## src/rtl/arcade_input_pkg.sv

```systemverilog
// arcade_input_pkg: button indices, keymap entry layout {valid, player, button, ignore-extended, code}, scan FSM states
package arcade_input_pkg;
  localparam int BTN_RIGHT = 0;
  localparam int BTN_LEFT  = 1;
  localparam int BTN_DOWN  = 2;
  localparam int BTN_UP    = 3;
  localparam int BTN_FIRE  = 4;
  localparam int BTN_BOMB  = 5;
  localparam int BTN_START = 6;
  localparam int BTN_COIN  = 7;
  typedef struct packed {
    logic       valid;
    logic [1:0] player;
    logic [2:0] btn;
    logic       ign_ext;
    logic [8:0] code;
  } map_entry_t;
  typedef enum logic [1:0] {IDLE, SCAN, DONE} scan_state_t;
  function automatic logic entry_hit(map_entry_t e, logic [8:0] code);
    return e.valid && (e.code == code || (e.ign_ext && e.code[7:0] == code[7:0]));
  endfunction
endpackage

```

## src/rtl/input_keymap_ram.sv

```systemverilog
// input_keymap_ram: DEPTH x 16 keymap; write port (we/waddr/wdata), write-first synchronous read (raddr -> rdata)
module input_keymap_ram #(
  parameter int DEPTH = 32,
  parameter int AW = $clog2(DEPTH)
) (
  input  logic          clk_sys,
  input  logic          we,
  input  logic [AW-1:0] waddr,
  input  logic [15:0]   wdata,
  input  logic [AW-1:0] raddr,
  output logic [15:0]   rdata
);
  logic [15:0] mem [DEPTH];
  always_ff @(posedge clk_sys) begin
    if (we) mem[waddr] <= wdata;
    rdata <= (we && waddr == raddr) ? wdata : mem[raddr];
  end
endmodule

```

## src/rtl/arcade_input_mapper.sv

```systemverilog
// arcade_input_mapper: ps2_key + keymap write port + joy_in + autofire controls -> registered btn_out per player, busy while scanning
module arcade_input_mapper
  import arcade_input_pkg::*;
#(
  parameter int NUM_PLAYERS  = 2,
  parameter int MAP_DEPTH    = 32,
  parameter int COIN_PULSE   = 2000000,
  parameter int AUTOFIRE_DIV = 1500000
) (
  input  logic                         clk_sys,
  input  logic                         reset,
  input  logic [10:0]                  ps2_key,
  input  logic                         map_we,
  input  logic [$clog2(MAP_DEPTH)-1:0] map_addr,
  input  logic [15:0]                  map_data,
  input  logic [16*NUM_PLAYERS-1:0]    joy_in,
  input  logic [7:0]                   autofire_mask,
  input  logic [NUM_PLAYERS-1:0]       autofire_en,
  output logic [8*NUM_PLAYERS-1:0]     btn_out,
  output logic                         busy
);
  localparam int AW = $clog2(MAP_DEPTH);
  localparam int CW = $clog2(COIN_PULSE + 1);
  localparam int FW = $clog2(AUTOFIRE_DIV + 1);
  scan_state_t state;
  logic old_toggle, pending, rd_valid, af_phase, af_wrap, unused_mask;
  logic [9:0] pend_ev, act_ev;
  logic [AW-1:0] idx;
  logic [15:0] rd_data;
  logic [FW-1:0] af_cnt;
  logic [NUM_PLAYERS-1:0][7:0] key_state;
  map_entry_t ent;
  assign ent = map_entry_t'(rd_data);
  assign af_wrap = af_cnt == FW'(AUTOFIRE_DIV - 1);
  assign unused_mask = autofire_mask[BTN_COIN];
  input_keymap_ram #(.DEPTH(MAP_DEPTH)) u_ram (
    .clk_sys,
    .we    (map_we),
    .waddr (map_addr),
    .wdata (map_data),
    .raddr (idx),
    .rdata (rd_data)
  );
  // rd_valid marks the cycle after a SCAN read, when the entry read at idx arrives
  always_ff @(posedge clk_sys) begin
    if (reset) begin
      old_toggle <= ps2_key[10];
      pending    <= 1'b0;
      pend_ev    <= '0;
      act_ev     <= '0;
      idx        <= '0;
      busy       <= 1'b0;
      rd_valid   <= 1'b0;
      key_state  <= '0;
      state      <= IDLE;
    end else begin
      old_toggle <= ps2_key[10];
      if (ps2_key[10] != old_toggle) begin
        pending <= 1'b1;
        pend_ev <= ps2_key[9:0];
      end else if (state == IDLE && pending) begin
        pending <= 1'b0;
      end
      rd_valid <= state == SCAN;
      for (int p = 0; p < NUM_PLAYERS; p++)
        if (rd_valid && entry_hit(ent, act_ev[8:0]) && ent.player == 2'(p))
          key_state[p][ent.btn] <= act_ev[9];
      case (state)
        IDLE: if (pending) begin
          act_ev <= pend_ev;
          idx    <= '0;
          busy   <= 1'b1;
          state  <= SCAN;
        end
        SCAN: begin
          idx <= idx + 1'b1;
          if (idx == AW'(MAP_DEPTH - 1)) begin
            busy  <= 1'b0;
            state <= DONE;
          end
        end
        default: state <= IDLE;
      endcase
    end
  end
  always_ff @(posedge clk_sys) begin
    if (reset) begin
      af_cnt   <= '0;
      af_phase <= 1'b0;
    end else begin
      af_cnt   <= af_wrap ? '0 : af_cnt + 1'b1;
      af_phase <= af_phase ^ af_wrap;
    end
  end
  for (genvar g = 0; g < NUM_PLAYERS; g++) begin : g_player
    logic [7:0] raw, btn_q;
    logic [6:0] af_gate;
    logic raw_coin_d, coin_rise, unused_joy;
    logic [CW-1:0] coin_t;
    assign raw = key_state[g] | joy_in[16*g +: 8];
    assign unused_joy = ^joy_in[16*g+8 +: 8];
    assign af_gate = autofire_en[g] ? autofire_mask[6:0] & {7{~af_phase}} : '0;
    // a rising coin only arms the timer once the stretched output has dropped
    assign coin_rise = raw[BTN_COIN] & ~raw_coin_d & ~btn_q[BTN_COIN];
    assign btn_out[8*g +: 8] = btn_q;
    always_ff @(posedge clk_sys) begin
      if (reset) begin
        raw_coin_d <= 1'b0;
        coin_t     <= '0;
        btn_q      <= '0;
      end else begin
        raw_coin_d <= raw[BTN_COIN];
        coin_t     <= coin_rise ? CW'(COIN_PULSE - 1) : (coin_t != '0) ? coin_t - 1'b1 : coin_t;
        btn_q      <= {raw[BTN_COIN] | (coin_t != '0), raw[6:0] & ~af_gate};
      end
    end
  end
endmodule

```

## config.mk

```make
export PLATFORM = sky130hd
export DESIGN_NAME = arcade_input_mapper
export DESIGN_NICKNAME = d
export VERILOG_FILES = /design/src/rtl/arcade_input_pkg.sv /design/src/rtl/input_keymap_ram.sv /design/src/rtl/arcade_input_mapper.sv
export SDC_FILE = /design/constraint.sdc
export NUM_CORES = 1
export LEC_CHECK = 0
export ABC_AREA = 1
export BUFFER_PORTS_ARGS = -buffer_cell sky130_fd_sc_hd__buf_4
export CAP_MARGIN = 20
export CORE_MARGIN = 8
export CORE_UTILIZATION = 40
export CTS_CLUSTER_DIAMETER = 200
export CTS_CLUSTER_SIZE = 16
export DETAILED_ROUTE_END_ITERATION = 8
export MAX_ROUTING_LAYER = met4
export PLACE_DENSITY_LB_ADDON = 0.08
export SLEW_MARGIN = 20
export SYNTH_ARGS = -nofsm -noshare
export SYNTH_HDL_FRONTEND = slang
export SYNTH_SLANG_ARGS = --single-unit
```

## constraint.sdc

```tcl
create_clock -name clk_sys -period 2.05 [get_ports clk_sys]
set_input_delay 0.615 -clock clk_sys [delete_from_list [all_inputs] [get_ports clk_sys]]
set_output_delay 0.615 -clock clk_sys [all_outputs]
set_load 0.01 [all_outputs]
```

### Word-level counts from Yosys, hierarchy flattened

Memories as Yosys holds them, arrays and structs flattened. A register that Yosys moved wholly into a read port is not among the register bits.
Cells that the tools add are included.

* memories kept: 1
* logic and storage cells: 100
* bits in registers: 129
* bits in writable memories: 512

* muxes and demuxes: 22
* $lt $le $gt $ge: 2
* eq/ne operators: 9
* bitwise gates (word level): 19
* add/sub/neg operators: 4
* reduce and logical (&&, ||, !) cells: 23

Memories
* u_ram.mem: depth 32, width 16, read ports 1, clocked after Yosys merged registers in 1, wr ports 1, line input_keymap_ram.sv:13 `logic [15:0] mem [DEPTH];`

Operators by type and width (count)
* $mux 21: 4
* $reduce_bool 21->1: 2
* $sub 21x1->21 const B: 2
* $add 21x1->21 const B: 1
* $and 7x7->7: 3
* $eq 21x21->1 const B: 1
* $bwmux 8: 2
* $or 8x8->8: 2
* $mux 7: 2
* $not 7->7: 2
* $pmux 5 s2: 1
* $eq 9x9->1: 1
* $eq 8x8->1: 1
* $reduce_bool 2->1: 4
* $logic_and 1x1->1: 7
* $mux 1: 7
* $reduce_and 2->1: 3
* $reduce_or 2->1: 3
* $add 5x1->5 const B: 1
* $eq 5x5->1 const B: 1
* $mux 5: 1
* $not 1->1: 5
* $and 1x1->1: 4
* $eq 2x1->1 const B: 2
* 14 further kinds: 17

### Logic depth before layout (Yosys ltp)

Gate-level depths: netlist of run 1.

* word-level depth: 6
* mapped depth: 21
* depth with buffers taken out: 17

### Modules after synthesis

Synthesis of run 1 repeated with hierarchy kept, for this count alone.

* cell total of the unflattened synthesis: 2684
* area total of the unflattened synthesis: 27505.1 µm²

By module, submodules not included
* input_keymap_ram: times used 1, cells an instance 1783, area an instance 21081.5 µm²
* arcade_input_mapper: times used 1, cells an instance 901, area an instance 6423.7 µm²

### Worst setup path before layout of run 1

No wires, ideal clock.

* path kind: register to register
* from: register g_player[1].coin_t[1]
* to: register g_player[1].coin_t[15]
* arrival: 1.967 ns
* stages on the path, launching flop included: 17
* buffers on the path: 0
* path slack: -0.049 ns
* data required time: 1.918 ns
* cells stage by stage: dfxtp_1 inv_1 ha_1 inv_1 nor3_1 nand2_1 nor2_1 nand2_1 nand4_1 nor2_1 nand3_1 nor2_1 nand2_1 nor2_1 inv_1 o21ai_0 a21oi_1

* cells in the longest elaborated chain, start to end: 3
* elaborated cells between the ends (all ways): 5
* those cells by class: add/sub: 1; mux: 2; reduce/logical: 2

RTL lines
* from (decl): line arcade_input_mapper.sv:99 `logic [CW-1:0] coin_t;`
* from (signal assigned): line arcade_input_mapper.sv:113 `coin_t <= coin_rise ? CW'(COIN_PULSE - 1) : (coin_t != '0) ? coin_t - 1'b1 : coin_t;`
* $sub 21x1->21: line arcade_input_mapper.sv:113
* $mux 21 (2 in a row): line arcade_input_mapper.sv:113

Several ways; a longest one is shown, not always the timed one. The select of a mux whose other input is x is not followed.
A chain may end at the register's enable or synchronous reset.

==> impl_metrics.tcl, run 1 <==
set metrics [dict create \
    clock-sinks 646 \
    cp.required_ps 2530 \
    drtAntennaViolNets 0 \
    finalSetupViolations 17 \
    slew_headroom 0.592 \
    synthCells 2436 \
    drcViolationCount 0 \
    p_sw_frac 0.243 \
    syn_avg_cell_area_um2 10.8 \
    io_pins 94 \
    n_fill_cell 5853 \
    finalHoldViolations 0 \
    ys.flop_type "edfxtp_1" \
    fmax_mhz 404 \
    criticalPathCategory "reg2reg" \
    instances_no_fill 3550 \
    via_per_inst 5.22 \
    timing.final.ws_setup_ps -423 \
    fin_nets 2743 \
    dp.cells 3459 \
    p_per_area_nw_per_um2 827 \
    finalCritPeriodShare 1.21 \
    holdCritStartpoint "ps2_key[10]" \
    start_util 0.402 \
    r2r_cells 13 \
    dr.pass1.iters 6 \
    crit_end "key_state[11]$_SDFFE_PP0P_" \
    pwr-share-clk 0.327 \
    path_clk_slew_ps 80 \
    syn-num-nets 2518 \
    combPwrFrac 0.119 \
    placementRows 94 \
    area_growth_pct 21.1 \
    period_minus_slack_ps 2470 \
    grt_usage 0.198 \
    clockBufferDepth 3 \
    ys_seq_area_frac 0.686 \
    worst_pin_slew_ps 609 \
    reg2reg_to "key_state[11]$_SDFFE_PP0P_" \
    h-tree-depth 2 \
    worstSetupEndpointType "flop" \
    synth_edf_count 512 \
    drt_iter0_drc 1524 \
    internal-power_uw 20000 \
    die_y_um 273 \
    grt_max_degree 47 \
    port_buffers 76 \
    synth_cell_types 43 \
    grt_pass1_wl_mm 110 \
    cap_violations 0 \
    gp_congestion 0.789 \
    grt_pass1_vias 17876 \
    clockRootBuffer "clkbuf_16" \
    placed_cell_area_um2 29800 \
    yosysWarnings 0 \
    die_x_um 273 \
    wl_per_cell_um 20.5 \
    status "complete, but fails checks" \
    r2r_setup_slack_ps -420 \
    insertion_delay_ps 600 \
    cp.arrival_ps 2950 \
    totalWireLength_mm 72.7 \
    power_frac_seq 0.555 \
    syn_area_um2 26300 \
    whs_ps 142 \
    min_path_type "in2reg" \
    p_leak_uw 0.0117 \
    drive_above_1_share 0.197 \
    dieArea_um2 74300 \
    cts_tree "built" \
    async_flop_share 0 \
    power.total_uw 26400 \
    crit_fanout 16 \
    vias 18519 \
    slew_violations 0 \
    ys_ff_latch 646 \
    skew_ps 19.1 \
    peakVddDrop_uv 630 \
    antenna_found_initial 1 \
    p_switching_uw 6420 \
    grt-ovfl-total 0 \
    core-area_um2 65500 \
    fin_setup_tns_ps -6330 \
    cts_buffers 46 \
    critPathLaunchType "flop" \
    violations "setup timing" \
    grt_setup_unrepaired "yes" \
    hpwl_mm 44.8 \
    stdcell_area_um2 31900 \
    diodes 0 \
]
-- sequential cells by signal, summed over array words and instances, names as in the netlist, named ones only --
register and flops:
u_ram.mem 512, g_player.raw_coin_d 2, g_player.coin_t 42, old_toggle 1, key_state 16, pend_ev 10
act_ev 10, rd_valid 1, af_cnt 21, idx 5, af_phase 1, state 2
pending 1, busy 1, g_player.btn_q 16
-- synth_stat cells, drive strengths merged (12+ instances only) --
library cell	n	area, µm²
edfxtp	512	15400
nand2	567	2130
dfxtp	134	2680
a21oi	62	322
buf	95	617
inv	105	399
nand4	23	144
clkbuf	29	109
o21ai	145	726
nor2	270	1040
a31oi	26	163
or2	12	75.1
o221ai	29	254
nand3	353	1770
nor3	19	95.1
-- cell type report --
cell class,instances,area [µm²],share of cell area
sequential,646,18100,0.567
multi-input combinational,1558,7740,0.243
timing repair buffer,301,3270,0.102
clock buffer,71,1270,0.0397
tap,864,1080,0.0339
inverter,108,430,0.0135
clock inverter,2,20.0,0.000628
-- stage by stage --
step / util / setup WS (ps)
4_1_cts: 0.481 / -383
3_3_place_gp: 0.454 / -465
5_1_grt: 0.487 / -611
6_report: 0.487 / -423
3_5_place_dp: 0.454 / -449
2_1_floorplan: - / 9.16
-- critical path, cell delays in order (launching register included) --
cell     delay (ps)
dfxtp_4         410
inv_12          170
buf_12          150
buf_4           110
nor2_1           30
o22ai_1         370
o21ai_1         120
nand3_1         180
nand2_2         150
buf_4           180
nor2_1          140
nand4_1         140
nor2_1          120
nor2_1           60
-- metal layers --
| layer | track usage | share of wire | up-vias |
|---|---|---|---|
| li1 | - | - | 8952 |
| met5 | - | 0 | - |
| met3 | 0.0305 | 0.055 | 89 |
| met2 | 0.307 | 0.46 | 445 |
| met4 | 0.0489 | 0.022 | 0 |
| met1 | 0.271 | 0.46 | 9033 |
-- cells in the final DEF (no fill, tap or decap), types with 4 or more instances in the layout --
cell type,netlist,final
nand4_1,23,23
nand2_2,1,31
nand2_1,566,535
nor3_1,19,11
nand3_1,352,318
buf_12,0,65
o21ai_1,19,21
a21oi_2,0,6
o22ai_1,5,5
nor2_2,0,32
nor4_1,7,6
clkbuf_16,0,47
buf_16,0,5
nand3_4,0,6
dfxtp_1,134,116
nor2_1,267,227
o21a_1,4,4
buf_6,14,18
nand3_2,1,29
or2_4,0,4
clkbuf_1,29,24
edfxtp_1,512,512
inv_2,3,11
xor2_1,10,10
o221ai_1,29,29
inv_1,100,90
nor2_4,3,11
dfxtp_2,0,15
o21ai_0,126,121
nor3_4,0,5
buf_4,18,212
a31oi_1,26,26
or2_2,12,8
a21oi_1,61,55
o211ai_1,4,4
-- what timing repair did --
item                       CTS  global route
pin swaps                   23            41
setup endpoints to repair   35            42
setup buffers               10            10
gates resized for setup     82           105
hold buffers                 0             0
gates cloned                 1             0
hold endpoints to repair     0             0
-- worst min-delay path by stage --
stage | depth (start not counted) | end
after global placement | 0 | flop
after detailed placement | 0 | flop
final | 1 | old_toggle$_DFF_P_
after floorplan | 0 | flop
after CTS | 1 | old_toggle$_DFF_P_
after global routing | 1 | old_toggle$_DFF_P_
-- power groups by stage --
| stage | combinational [µW] | sequential, µW | clock (µW) |
|---|---|---|---|
| global route | 3490 | 14700 | 9370 |
| CTS | 2940 | 14600 | 8900 |
| finish | 3130 | 14600 | 8620 |
| floorplan | 1570 | 14900 | 0 |
| detailed placement | 2760 | 14900 | 0 |
| global placement | 2730 | 14900 | 0 |
-- cells by family (layout without fill, tap and decap cells) --
kind of cell             Yosys count  after routing  share of synthesized area
buffers and inverters            232            482                     0.0431
AO/OA/AOI/OAI                    283            283                     0.0618
adder cells (fa/ha/maj)            5              5                    0.00238
XOR/XNOR                          11             11                    0.00366
AND/OR/NAND/NOR                 1259           1259                      0.203
flip-flops                       646            646                      0.686
Power figures use the tool's default switching activity.
==> run 2, diff against run 1 <==
Settings changed: CORE_UTILIZATION 40 to 30.
==> impl_metrics.tcl, run 2 (synthesis results as in run 1) <==
set metrics [dict create \
    combPwrFrac 0.128 \
    core-area_um2 86900 \
    clockRootBuffer "clkbuf_16" \
    totalWireLength_mm 81.4 \
    area_growth_pct 23.8 \
    vias 18711 \
    hold_buffers 0 \
    antenna_found_initial 4 \
    drcViolationCount 0 \
    grt-ovfl-total 0 \
    placementRows 108 \
    fmax_mhz 397 \
    critPathLaunchType "flop" \
    clock-sinks 646 \
    insertion_delay_ps 600 \
    cp_cell_sequence "inv_12 -> buf_4 -> nand2_1 -> nand3_1 -> nand3_1 -> nand2_1 -> nand2_1 -> nand3_4 -> buf_4 -> nand2_1 -> nand2_1 -> nand2_1 -> nor2_1 -> nand2_2 -> nor2_4 -> buf_12 -> nand4_1 -> nor2_1 -> nor2_1" \
    criticalPathCategory "reg2reg" \
    cp.required_ps 2540 \
    die_x_um 312 \
    worstSetupEndpointType "flop" \
    grt_pass1_vias 18337 \
    cp.arrival_ps 3010 \
    status "complete, but fails checks" \
    register_area_um2 18100 \
    p_per_area_nw_per_um2 826 \
    dieArea_um2 97500 \
    dr.pass1.iters 5 \
    timing.final.ws_setup_ps -472 \
    regMostFlops "u_ram.mem" \
    cts_buffers 46 \
    worst_pin_slew_ps 689 \
    mostFrequentLayoutCell "nand2_1" \
    fin_setup_tns_ps -6900 \
    path_clk_slew_ps 80 \
    hpwl_mm 50.0 \
    finalSetupViolations 16 \
    die_y_um 312 \
    n_fill_cell 8486 \
    critPathSlowestCell "dfxtp_4" \
    drive_above_1_share 0.205 \
    cts_tree "built" \
    drt_iter0_drc 1309 \
    slew_headroom 0.536 \
    internal-power_uw 20200 \
    drtAntennaViolNets 0 \
    period_minus_slack_ps 2520 \
    whs_ps 124 \
    gp_congestion 0.795 \
    placed_cell_area_um2 30200 \
    largest_register_ffs 512 \
    critPathMaxStageDelay_ps 410 \
    grt_setup_unrepaired "yes" \
    power_frac_seq 0.543 \
    grt_max_degree 45 \
    finalCritPeriodShare 1.23 \
    grt_pass1_wl_mm 120 \
    crit_buf_inv 4 \
    h-tree-depth 2 \
    finalHoldViolations 0 \
    pwr-share-clk 0.329 \
    violations "setup timing" \
    io_pins 94 \
    peakVddDrop_uv 551 \
    cap_violations 0 \
    slew_violations 0 \
    multi_input_area_um2 7720 \
    place_ws_ps -600 \
    path_delay_family "simple AND/OR/NAND/NOR gates" \
    largestRegisters "u_ram.mem x512, g_player.coin_t x42, af_cnt x21" \
    stdcell_area_um2 32600 \
    fin_nets 2783 \
    clockBufferDepth 3 \
    via_per_inst 4.81 \
    wl_per_cell_um 20.9 \
    p_sw_frac 0.250 \
    port_buffers 76 \
    grt_usage 0.166 \
    crit_fanout 16 \
    skew_ps 26.3 \
    critPathMostFrequentCell "nand2_1" \
    final_cell_mix "nand2_1, edfxtp_1, nand3_1" \
    start_util 0.303 \
    p_leak_uw 0.0119 \
    min_path_type "in2reg" \
    p_switching_uw 6730 \
]
==> run 2: cell count changes in the layout (fill, tap and decap cells not counted), moves of 3 or more <==
cell      delta
buf_4       +45
buf_6       -10
clkbuf_1     +9
nand3_1      +7
nand2_2      -6
nor2_2       +5
nand2_1      +4
nand3_2      -4
nor2_1       -4
nand3_4      -3
==> run 2: stage by stage <==
stage	total power [µW]	instances	util
2_1_floorplan	16400	2436	-
3_3_place_gp	17800	3771	0.348
3_5_place_dp	17900	3771	0.348
4_1_cts	27000	3870	0.369
5_1_grt	28100	3890	0.375
6_report	26900	3892	0.375
==> run 2: final timing paths <==
kind	from	endpoint	slack, ps	depth (start not counted)
max reg2reg	flop	key_state[2]$_SDFFE_PP0P_	-470	19
max	flop	key_state[2]$_SDFFE_PP0P_	-470	19
min reg2reg	idx[3]$_SDFFE_PP0P_	flop	390	0
min	ps2_key[10]	old_toggle$_DFF_P_	120	1
==> run 2: metal layers <==
metal  up-vias  global-route usage  part of all wire
met4         0              0.0333             0.018
met5         -                   -                 0
met3        77              0.0192             0.037
met1      9237               0.223              0.47
met2       324               0.271              0.48
li1       9073                   -                 -
==> run 2: worst register-to-register path, cell delays in order, from the launching register on <==
cell and delay [ps]:
dfxtp_4 410, inv_12 170, buf_4 280, nand2_1 80, nand3_1 70, nand3_1 70, nand2_1 110, nand2_1 100
nand3_4 100, buf_4 110, nand2_1 40, nand2_1 50, nand2_1 50, nor2_1 110, nand2_2 90, nor2_4 120
buf_12 150, nand4_1 150, nor2_1 110, nor2_1 60
==> run 2: power groups by stage <==
stage	logic, µW	clock network [µW]	registers, µW
6_report	3440	8860	14600
5_1_grt	3800	9640	14700
3_5_place_dp	2960	0	14900
3_3_place_gp	2940	0	14900
2_1_floorplan	1570	0	14900
4_1_cts	3170	9220	14600
==> run 2: cell type report <==
type,count,area share
clock inverter,2,0.000614
inverter,108,0.0130
multi-input combinational,1558,0.237
sequential,646,0.554
tap,1155,0.0443
clock buffer,80,0.0399
timing repair buffer,341,0.111
antenna,2,0.000153
==> run 2: what timing repair did <==
item | in CTS | in global routing
setup endpoints to repair | 31 | 44
cloned | 4 | 2
resized for setup | 72 | 100
buffers inserted | 13 | 19
pin swaps | 23 | 46
==> run 3, diff against run 2 <==
Settings changed: CORE_ASPECT_RATIO set to 1.1, CTS_CLUSTER_DIAMETER 200 to unset, MAX_ROUTING_LAYER met4 to unset.
==> impl_metrics.tcl, run 3 (synthesis results as in run 1) <==
set metrics [dict create \
    drtAntennaViolNets 0 \
    stdcell_area_um2 33700 \
    core-area_um2 87400 \
    start_util 0.301 \
    finalCritPeriodShare 1.23 \
    fin_nets 2811 \
    drt_iter0_drc 1031 \
    critPathLaunchType "flop" \
    cts_tree "built" \
    crit_fanout 26 \
    skew_ps 21.6 \
    area_growth_pct 28.0 \
    vias 19037 \
    clock-sinks 646 \
    criticalPathCategory "reg2reg" \
    drcViolationCount 0 \
    min_path_cells 1 \
    largest_register_ffs 512 \
    h-tree-depth 3 \
    insertion_delay_ps 610 \
    timing.final.ws_setup_ps -463 \
    mostFrequentLayoutCell "nand2_1" \
    die_x_um 298 \
    cts_buffers 74 \
    period_minus_slack_ps 2510 \
    via_per_inst 4.83 \
    cp.arrival_ps 3020 \
    p_per_area_nw_per_um2 916 \
    fmax_mhz 398 \
    path_clk_slew_ps 60 \
    port_buffers 76 \
    largestRegisters "u_ram.mem x512, g_player.coin_t x42, af_cnt x21" \
    final_cell_mix "nand2_1, edfxtp_1, nand3_1" \
    grt_max_degree 38 \
    worst_pin_slew_ps 638 \
    peakVddDrop_uv 580 \
    min_path_type "in2reg" \
    cp.required_ps 2560 \
    gp_congestion 0.769 \
    placementRows 114 \
    placed_cell_area_um2 30400 \
    grt_pass1_vias 19000 \
    slew_violations 0 \
    status "complete, but fails checks" \
    worstSetupEndpointType "flop" \
    slew_headroom 0.570 \
    finalHoldViolations 0 \
    clockBufferDepth 3 \
    clockRootBuffer "clkbuf_16" \
    final_core_util 0.386 \
    hold_buffers 0 \
    r2r_cells 14 \
    io_pins 94 \
    dr.pass1.iters 5 \
    totalWireLength_mm 81.5 \
    dieArea_um2 97500 \
    finalSetupViolations 16 \
    grt_setup_unrepaired "yes" \
    antenna_found_initial 1 \
    hpwl_mm 50.6 \
    violations "setup timing" \
    grt_pass1_wl_mm 123 \
    cap_violations 0 \
    drive_above_1_share 0.221 \
    wl_per_cell_um 20.7 \
    grt-ovfl-total 0 \
    die_y_um 327 \
    grt_usage 0.165 \
    p_leak_uw 0.0125 \
    regMostFlops "u_ram.mem" \
]
[run 3: layer usage]
metal	vias to the layer above	global-route usage	wire, µm
li1	9144	-	-
met1	9374	0.220	37300
met2	408	0.275	38600
met3	111	0.0246	3590
met4	0	0.0507	1980
met5	-	0	0
[run 3: path summary, 6_finish.rpt]
| kind | to | startpoint | slack [ps] |
|---|---|---|---|
| max | key_state[12]$_SDFFE_PP0P_ | flop | -460 |
| min | old_toggle$_DFF_P_ | ps2_key[10] | 110 |
| min reg2reg | flop | idx[1]$_SDFFE_PP0P_ | 380 |
| max reg2reg | key_state[12]$_SDFFE_PP0P_ | flop | -460 |
[run 3: repair_timing]
item,CTS,global route
setup buffers,19,11
pin swaps,19,41
gates resized for setup,78,80
setup endpoints to repair,32,52
cloned,6,0
[run 3: critical path, cell delays in order, from the launching register on]
cell       delay [ps]
dfxtp_4           450
buf_8             190
bufbuf_16         340
o21ai_0           110
o221ai_1          190
nand3_1           110
buf_4             190
nand2_1            70
nand2_1            60
nand2_1           130
nand2_1            90
nor2_1            140
nand4_1           150
nor2_1            120
nor2_1             60
[run 3: final cells by class]
class	count	area [µm²]
inverters	108	432
fillers	8448	53700
repair buffers	339	3660
clock inverters	25	196
flip-flops and latches	646	18100
multi-input cells	1558	7680
diodes	1	2.50
clock buffers	105	2190
well taps	1160	1450
repair inverters	2	17.5
[run 3: power breakdown]
group,leakage [µW],switching [µW],total [µW],internal (µW)
registers,0.00572,182,14600,14500
logic,0.00558,1930,3210,1280
clock network,0.00118,5240,13000,7790
total,0.0125,7340,30900,23500
[run 3: stage by stage]
stage | worst slack (ps) | hold slack (ps) | power (µW) | setup TNS (ps) | instances
2_1_floorplan | 9.16 | 351 | 16400 | 0 | 2436
3_3_place_gp | -748 | 378 | 17700 | -12960 | 3779
3_5_place_dp | -751 | 372 | 17800 | -13450 | 3779
4_1_cts | -460 | 81.4 | 31100 | -7220 | 3934
5_1_grt | -700 | 89.2 | 32100 | -10920 | 3943
6_report | -463 | 115 | 30900 | -6790 | 3944
